[config.mk]
export PLATFORM = sky130hd
export DESIGN_NAME = mem_port_arbiter_flat
export DESIGN_NICKNAME = d
export VERILOG_FILES = /design/src/rtl/mem_port_arbiter_if.sv /design/src/rtl/mem_port_arbiter.sv /design/src/flat_wrapper.sv
export SDC_FILE = /design/constraint.sdc
export NUM_CORES = 1
export LEC_CHECK = 0
export CORE_MARGIN = 2
export CORE_UTILIZATION = 42
export DETAILED_ROUTE_END_ITERATION = 10
export PLACE_DENSITY = 0.86
export SLEW_MARGIN = 20
export SYNTH_ARGS = -nofsm -noshare
export SYNTH_HDL_FRONTEND = slang
export SYNTH_SLANG_ARGS = --single-unit
[constraint.sdc]
create_clock -name i_clk -period 3.85 [get_ports i_clk]
set_input_delay 0.5775 -clock i_clk [delete_from_list [all_inputs] [get_ports i_clk]]
set_output_delay 0.5775 -clock i_clk [all_outputs]
set_load 0.02 [all_outputs]
[src/rtl/mem_port_arbiter_if.sv]
// ============================================================================
//  Module      : mem_port_arbiter_if
//  Description : Requester-side and RAM-side signal bundle of mem_port_arbiter.
//  Revision    : 1.0 - initial release
// ============================================================================
`default_nettype none

interface mem_port_arbiter_if #(
    parameter int NUM_REQ    = 4,
    parameter int DATA_WIDTH = 8,
    parameter int ADDR_WIDTH = 6
);
    localparam int ID_W = $clog2(NUM_REQ);

    logic [NUM_REQ-1:0]            i_req;
    logic [NUM_REQ-1:0]            i_we;
    logic [NUM_REQ*ADDR_WIDTH-1:0] i_addr;
    logic [NUM_REQ*DATA_WIDTH-1:0] i_wdata;
    logic [NUM_REQ-1:0]            o_gnt;
    logic                          o_mem_en;
    logic                          o_mem_we;
    logic [ADDR_WIDTH-1:0]         o_mem_addr;
    logic [DATA_WIDTH-1:0]         o_mem_din;
    logic [DATA_WIDTH-1:0]         i_mem_dout;
    logic                          o_rvalid;
    logic [ID_W-1:0]               o_rid;
    logic [DATA_WIDTH-1:0]         o_rdata;
    logic                          o_busy;

    modport slave (
        input  i_req, i_we, i_addr, i_wdata, i_mem_dout,
        output o_gnt, o_mem_en, o_mem_we, o_mem_addr, o_mem_din,
        output o_rvalid, o_rid, o_rdata, o_busy
    );

    modport master (
        output i_req, i_we, i_addr, i_wdata, i_mem_dout,
        input  o_gnt, o_mem_en, o_mem_we, o_mem_addr, o_mem_din,
        input  o_rvalid, o_rid, o_rdata, o_busy
    );
endinterface

`default_nettype wire

[src/rtl/mem_port_arbiter.sv]
// ============================================================================
//  Module      : mem_port_arbiter
//  Description : Round-robin arbiter sharing one RAM port between NUM_REQ
//                requesters, with a tag pipeline returning id-tagged reads.
//  Revision    : 1.0 - initial release
// ============================================================================
`default_nettype none

module mem_port_arbiter #(
    parameter int NUM_REQ    = 4,
    parameter int DATA_WIDTH = 8,
    parameter int ADDR_WIDTH = 6,
    parameter int RD_LATENCY = 2
) (
    input  logic              i_clk,
    input  logic              i_rst,
    mem_port_arbiter_if.slave bus
);
    localparam int              ID_W      = $clog2(NUM_REQ);
    localparam logic [ID_W:0]   c_num_req = (ID_W+1)'(NUM_REQ);
    localparam logic [ID_W-1:0] c_last_id = ID_W'(NUM_REQ - 1);

    logic [ID_W-1:0]       r_ptr;
    logic [ADDR_WIDTH-1:0] w_addr_lane  [NUM_REQ];
    logic [DATA_WIDTH-1:0] w_wdata_lane [NUM_REQ];
    logic [NUM_REQ-1:0]    w_gnt;
    logic [ID_W-1:0]       w_gnt_id;
    logic                  w_accept;
    logic [ID_W:0]         w_scan;

    logic                  r_mem_en;
    logic                  r_mem_we;
    logic [ADDR_WIDTH-1:0] r_mem_addr;
    logic [DATA_WIDTH-1:0] r_mem_din;
    logic [ID_W-1:0]       r_issue_id;

    logic [RD_LATENCY-1:0] r_tag_vld;
    logic [RD_LATENCY-1:0] w_tag_vld_next;
    logic [ID_W-1:0]       r_tag_id [RD_LATENCY];
    logic                  r_busy;

    logic                  r_rvalid;
    logic [ID_W-1:0]       r_rid;
    logic [DATA_WIDTH-1:0] r_rdata;

    generate
        for (genvar k = 0; k < NUM_REQ; k++) begin : g_lane
            assign w_addr_lane[k]  = bus.i_addr[k*ADDR_WIDTH +: ADDR_WIDTH];
            assign w_wdata_lane[k] = bus.i_wdata[k*DATA_WIDTH +: DATA_WIDTH];
        end
    endgenerate

    // Scan from the pointer upward with wrap; first requester found wins.
    always_comb begin
        w_gnt    = '0;
        w_gnt_id = '0;
        w_accept = 1'b0;
        w_scan   = '0;
        for (int i = 0; i < NUM_REQ; i++) begin
            w_scan = {1'b0, r_ptr} + (ID_W+1)'(i);
            if (w_scan >= c_num_req) begin
                w_scan = w_scan - c_num_req;
            end
            if (!w_accept && bus.i_req[w_scan[ID_W-1:0]]) begin
                w_accept = 1'b1;
                w_gnt_id = w_scan[ID_W-1:0];
            end
        end
        if (i_rst) begin
            w_accept = 1'b0;
        end
        if (w_accept) begin
            w_gnt[w_gnt_id] = 1'b1;
        end
    end

    // Stage 0 captures what the RAM port is doing this cycle.
    always_comb begin
        w_tag_vld_next    = '0;
        w_tag_vld_next[0] = r_mem_en & ~r_mem_we;
        for (int s = 1; s < RD_LATENCY; s++) begin
            w_tag_vld_next[s] = r_tag_vld[s-1];
        end
    end

    always_ff @(posedge i_clk) begin
        if (i_rst) begin
            r_ptr      <= '0;
            r_mem_en   <= 1'b0;
            r_mem_we   <= 1'b0;
            r_mem_addr <= '0;
            r_mem_din  <= '0;
            r_issue_id <= '0;
            r_tag_vld  <= '0;
            for (int s = 0; s < RD_LATENCY; s++) begin
                r_tag_id[s] <= '0;
            end
            r_busy     <= 1'b0;
            r_rvalid   <= 1'b0;
            r_rid      <= '0;
            r_rdata    <= '0;
        end else begin
            r_mem_en <= w_accept;
            r_mem_we <= w_accept & bus.i_we[w_gnt_id];
            if (w_accept) begin
                r_ptr      <= (w_gnt_id == c_last_id) ? '0 : w_gnt_id + ID_W'(1);
                r_mem_addr <= w_addr_lane[w_gnt_id];
                r_mem_din  <= w_wdata_lane[w_gnt_id];
                r_issue_id <= w_gnt_id;
            end

            r_tag_vld   <= w_tag_vld_next;
            r_tag_id[0] <= r_issue_id;
            for (int s = 1; s < RD_LATENCY; s++) begin
                r_tag_id[s] <= r_tag_id[s-1];
            end
            r_busy <= |w_tag_vld_next;

            r_rvalid <= r_tag_vld[RD_LATENCY-1];
            if (r_tag_vld[RD_LATENCY-1]) begin
                r_rid   <= r_tag_id[RD_LATENCY-1];
                r_rdata <= bus.i_mem_dout;
            end
        end
    end

    assign bus.o_gnt      = w_gnt;
    assign bus.o_mem_en   = r_mem_en;
    assign bus.o_mem_we   = r_mem_we;
    assign bus.o_mem_addr = r_mem_addr;
    assign bus.o_mem_din  = r_mem_din;
    assign bus.o_rvalid   = r_rvalid;
    assign bus.o_rid      = r_rid;
    assign bus.o_rdata    = r_rdata;
    assign bus.o_busy     = r_busy;
endmodule

`default_nettype wire

[src/flat_wrapper.sv]
// flat-port wrapper written by rule: the top's interface ports become plain ports
module mem_port_arbiter_flat 
#(
    parameter int NUM_REQ    = 4,
    parameter int DATA_WIDTH = 8,
    parameter int ADDR_WIDTH = 6,
    parameter int RD_LATENCY = 2
)
  (i_clk, i_rst, bus_i_req, bus_i_we, bus_i_addr, bus_i_wdata, bus_i_mem_dout, bus_o_gnt, bus_o_mem_en, bus_o_mem_we, bus_o_mem_addr, bus_o_mem_din, bus_o_rvalid, bus_o_rid, bus_o_rdata, bus_o_busy);
  mem_port_arbiter_if #(.NUM_REQ(NUM_REQ), .DATA_WIDTH(DATA_WIDTH), .ADDR_WIDTH(ADDR_WIDTH)) bus_i ();
  input  logic i_clk;
  input  logic i_rst;
  input wire logic [$bits(bus_i.i_req)-1:0] bus_i_req;
  input wire logic [$bits(bus_i.i_we)-1:0] bus_i_we;
  input wire logic [$bits(bus_i.i_addr)-1:0] bus_i_addr;
  input wire logic [$bits(bus_i.i_wdata)-1:0] bus_i_wdata;
  input wire logic [$bits(bus_i.i_mem_dout)-1:0] bus_i_mem_dout;
  output wire logic [$bits(bus_i.o_gnt)-1:0] bus_o_gnt;
  output wire logic [$bits(bus_i.o_mem_en)-1:0] bus_o_mem_en;
  output wire logic [$bits(bus_i.o_mem_we)-1:0] bus_o_mem_we;
  output wire logic [$bits(bus_i.o_mem_addr)-1:0] bus_o_mem_addr;
  output wire logic [$bits(bus_i.o_mem_din)-1:0] bus_o_mem_din;
  output wire logic [$bits(bus_i.o_rvalid)-1:0] bus_o_rvalid;
  output wire logic [$bits(bus_i.o_rid)-1:0] bus_o_rid;
  output wire logic [$bits(bus_i.o_rdata)-1:0] bus_o_rdata;
  output wire logic [$bits(bus_i.o_busy)-1:0] bus_o_busy;
  assign bus_i.i_req = bus_i_req;
  assign bus_i.i_we = bus_i_we;
  assign bus_i.i_addr = bus_i_addr;
  assign bus_i.i_wdata = bus_i_wdata;
  assign bus_i.i_mem_dout = bus_i_mem_dout;
  assign bus_o_gnt = bus_i.o_gnt;
  assign bus_o_mem_en = bus_i.o_mem_en;
  assign bus_o_mem_we = bus_i.o_mem_we;
  assign bus_o_mem_addr = bus_i.o_mem_addr;
  assign bus_o_mem_din = bus_i.o_mem_din;
  assign bus_o_rvalid = bus_i.o_rvalid;
  assign bus_o_rid = bus_i.o_rid;
  assign bus_o_rdata = bus_i.o_rdata;
  assign bus_o_busy = bus_i.o_busy;
  mem_port_arbiter #(.NUM_REQ(NUM_REQ), .DATA_WIDTH(DATA_WIDTH), .ADDR_WIDTH(ADDR_WIDTH), .RD_LATENCY(RD_LATENCY)) u_core (.i_clk(i_clk), .i_rst(i_rst), .bus(bus_i));
endmodule
==> run metrics <==
status finished, final reports clean; drt wl/cell 14.6 um; initial antenna violation count 0; Synth area leader dfxtp_1; GRT Resource Usage Total 20.8%; Final Max Tran Viols 0; latest clock arrival within the worst-skew pair 0.29 ns; fmax 286 MHz; clk root buf clkbuf_8; Logic pwr share 38.4%; Remaining DRCs 0; Critical Path Sink Type output pin; Core Region 0.00441 mm^2; CTS sink count 38; switching portion of total power 31.9%; Leak 1.12 nW; Main synth FF type dfxtp_1; worst slack at placement roughly 0.34 ns; dpl hpwl 4.02 mm; sw power 0.461 mW; RSZ-0062 raised after global routing no; Power per Cell Area 453 mW/mm^2; vias in the first global route 1950; nets 380; area grow syn2layout 62.9%; Max Cap Violations 0; cts repair resizes 0; die width 72.3 um; # diodes 0; sequential share of the synthesized area between 30% and 40%; htree depth 2; top cells by area, synth dfxtp_1 39%, nor3b_1 12%, a211oi_1 8.8%, mux2i_1 5.6%, a211oi_2 3.8%; clock power share 27.6%; Slew Limit Headroom 60.7%; period utilisation layout 90.9%; Arr. time, crit path just under 3 ns; grt total ovfl 0; clock transition at the registers of the reported paths 0.07 ns; synth warn 0; Gate Count Post-Synth about 200; post-route total power 1.45 mW; Final min period ~3.5 ns; Num CTS Buffers 5; post-synth cell types 32; HP Class flip-flop to flip-flop; slew at the pin closest to its max-slew limit slightly below 0.6 ns; effective utilization at floorplan 44.4%; TritonCTS clock tree built; pin count of the biggest net entering global routing 30; Vias/cell 5.38; Vias about 1900; setup TNS 0 ns; routability cong. around 0.72; final setup fails 0; post-route setup slack 0.350 ns; Internal Power 0.985 mW; Post-synth EDFFs 0; Max Fanout on Critical Path 17; # IOs 106; share of cells above drive strength 1 13.4%; Clock Skew approximately 0.0068 ns; Seq pwr share about 34%; hold_buf cts 0; Pre-Repair DR Iteration Count 4; mapped cell area 0.00196 mm^2; Final Hold Viols 0; final wirelength 5.23 mm; most frequent cells in the layout 105 x clkdlybuf4s50_1, 38 x dfxtp_1, 30 x nor3b_1; commonest non-fill, non-tap cell in the layout clkdlybuf4s50_1; Die Ht 72.3 um; Bufs on Longest Clock Path 2; DRT iter0 DRCs 52; register bit total from synthesis 38; critical path class input pin to output pin; die area ~0.0052 mm^2; first-pass GRT wire length 8.57 mm; cell row count 24; post-synth net total 277; Yosys top cell area share 38.8%; Max IR drop VDD between 0.2 and 0.3 mV; ANT nets after route 0; critical path startpoint category input pin; Async S/R FF share, synth 0%; final core occ slightly above 70%; DP Area 0.00305 mm^2; IO Port Bufs 105; Worst Path Required 3.27 ns; setup bufs post-CTS 0; synthesized area per cell 9.69 um^2; design area 0.00319 mm^2; Fillers 349
-- cell families (layout without fill, tap and decap cells) --
group / count (synthesis) / count (layout) / synth area share, %
fa+ha+maj: 1 / 1 / 0.639
buf+inv: 21 / 125 / 5.56
compound gates: 47 / 47 / 23.4
flops: 38 / 38 / 38.8
mux: 13 / 13 / 6.77
simple gates: 82 / 82 / 24.8
-- cell type report --
class	count	area [um^2]	area share [%]
Sequential cell	38	761	23.9
Clock buffer	5	68.8	2.16
Inverter	4	17.5	0.549
Timing Repair Buffer	113	1110	34.8
Clock inverter	3	68.8	2.16
Multi-Input combinational cell	143	1100	34.4
Tap cell	52	65.1	2.04
-- sequential cells by signal, summed over array words and instances, names as in the netlist --
name	flops
u_core.r_tag_vld	2
u_core.r_issue_id	2
u_core.bus.o_mem_din	8
u_core.bus.o_rdata	8
u_core.bus.o_mem_addr	6
u_core.bus.o_mem_we	1
u_core.bus.o_rid	2
u_core.bus.o_busy	1
u_core.bus.o_mem_en	1
u_core.bus.o_rvalid	1
u_core.r_ptr	2
u_core.r_tag_id	4
-- critical path, cell delays in order --
cell             delay [ns]
clkdlybuf4s50_1        0.57
nor2_1                 0.14
a2111oi_4              0.31
nor2_1                 0.14
inv_2                  0.26
ha_1                   0.21
and2_1                 0.11
clkdlybuf4s50_1        0.60
-- Yosys cell counts (2+ instances only) --
master    instances
a211oi_1         23
a211oi_2          6
buf_1             2
buf_2            10
buf_6             2
clkbuf_1          3
dfxtp_1          38
inv_1             2
mux2_2            2
mux2i_1          11
nand2_1          17
nor2_1           14
nor2b_1           9
nor3_1            3
nor3b_1          30
o31ai_1           8
o31ai_2           6
or2_2             2
-- worst paths after layout --
check / startpoint / to / slack (ns) / depth (start not counted)
hold reg to reg: u_core.r_tag_id[0][1] / u_core.r_tag_id[1][1] / 0.44 / 1
setup reg to reg: u_core.r_ptr[1] / u_core.r_ptr[0] / 1.80 / 7
setup / recovery: bus_i_req[3] / bus_o_gnt[3] / 0.35 / 8
hold / removal: u_core.r_tag_id[0][1] / u_core.r_tag_id[1][1] / 0.44 / 1
-- stage by stage --
stage          hold WS [ns]  cells
2_1_floorplan         0.414    202
4_1_cts               0.448    358
3_3_place_gp          0.427    350
6_report              0.440    358
5_1_grt               0.459    358
3_5_place_dp          0.430    350
-- routing by layer --
metal	share of wire [%]	track usage, %
met3	11	8.61
met2	48	37.1
met4	2.4	7.34
met5	0	0
met1	39	21.8
-- power by group through the flow --
stage / Clock, mW / Sequential [mW] / Combinational [mW]
after floorplan: 0 / 0.541 / 0.290
after global placement: 0 / 0.497 / 0.549
after detailed placement: 0 / 0.499 / 0.560
after CTS: 0.407 / 0.491 / 0.563
after global routing: 0.423 / 0.497 / 0.603
final: 0.400 / 0.491 / 0.556
(Power assumes the default switching activity.)
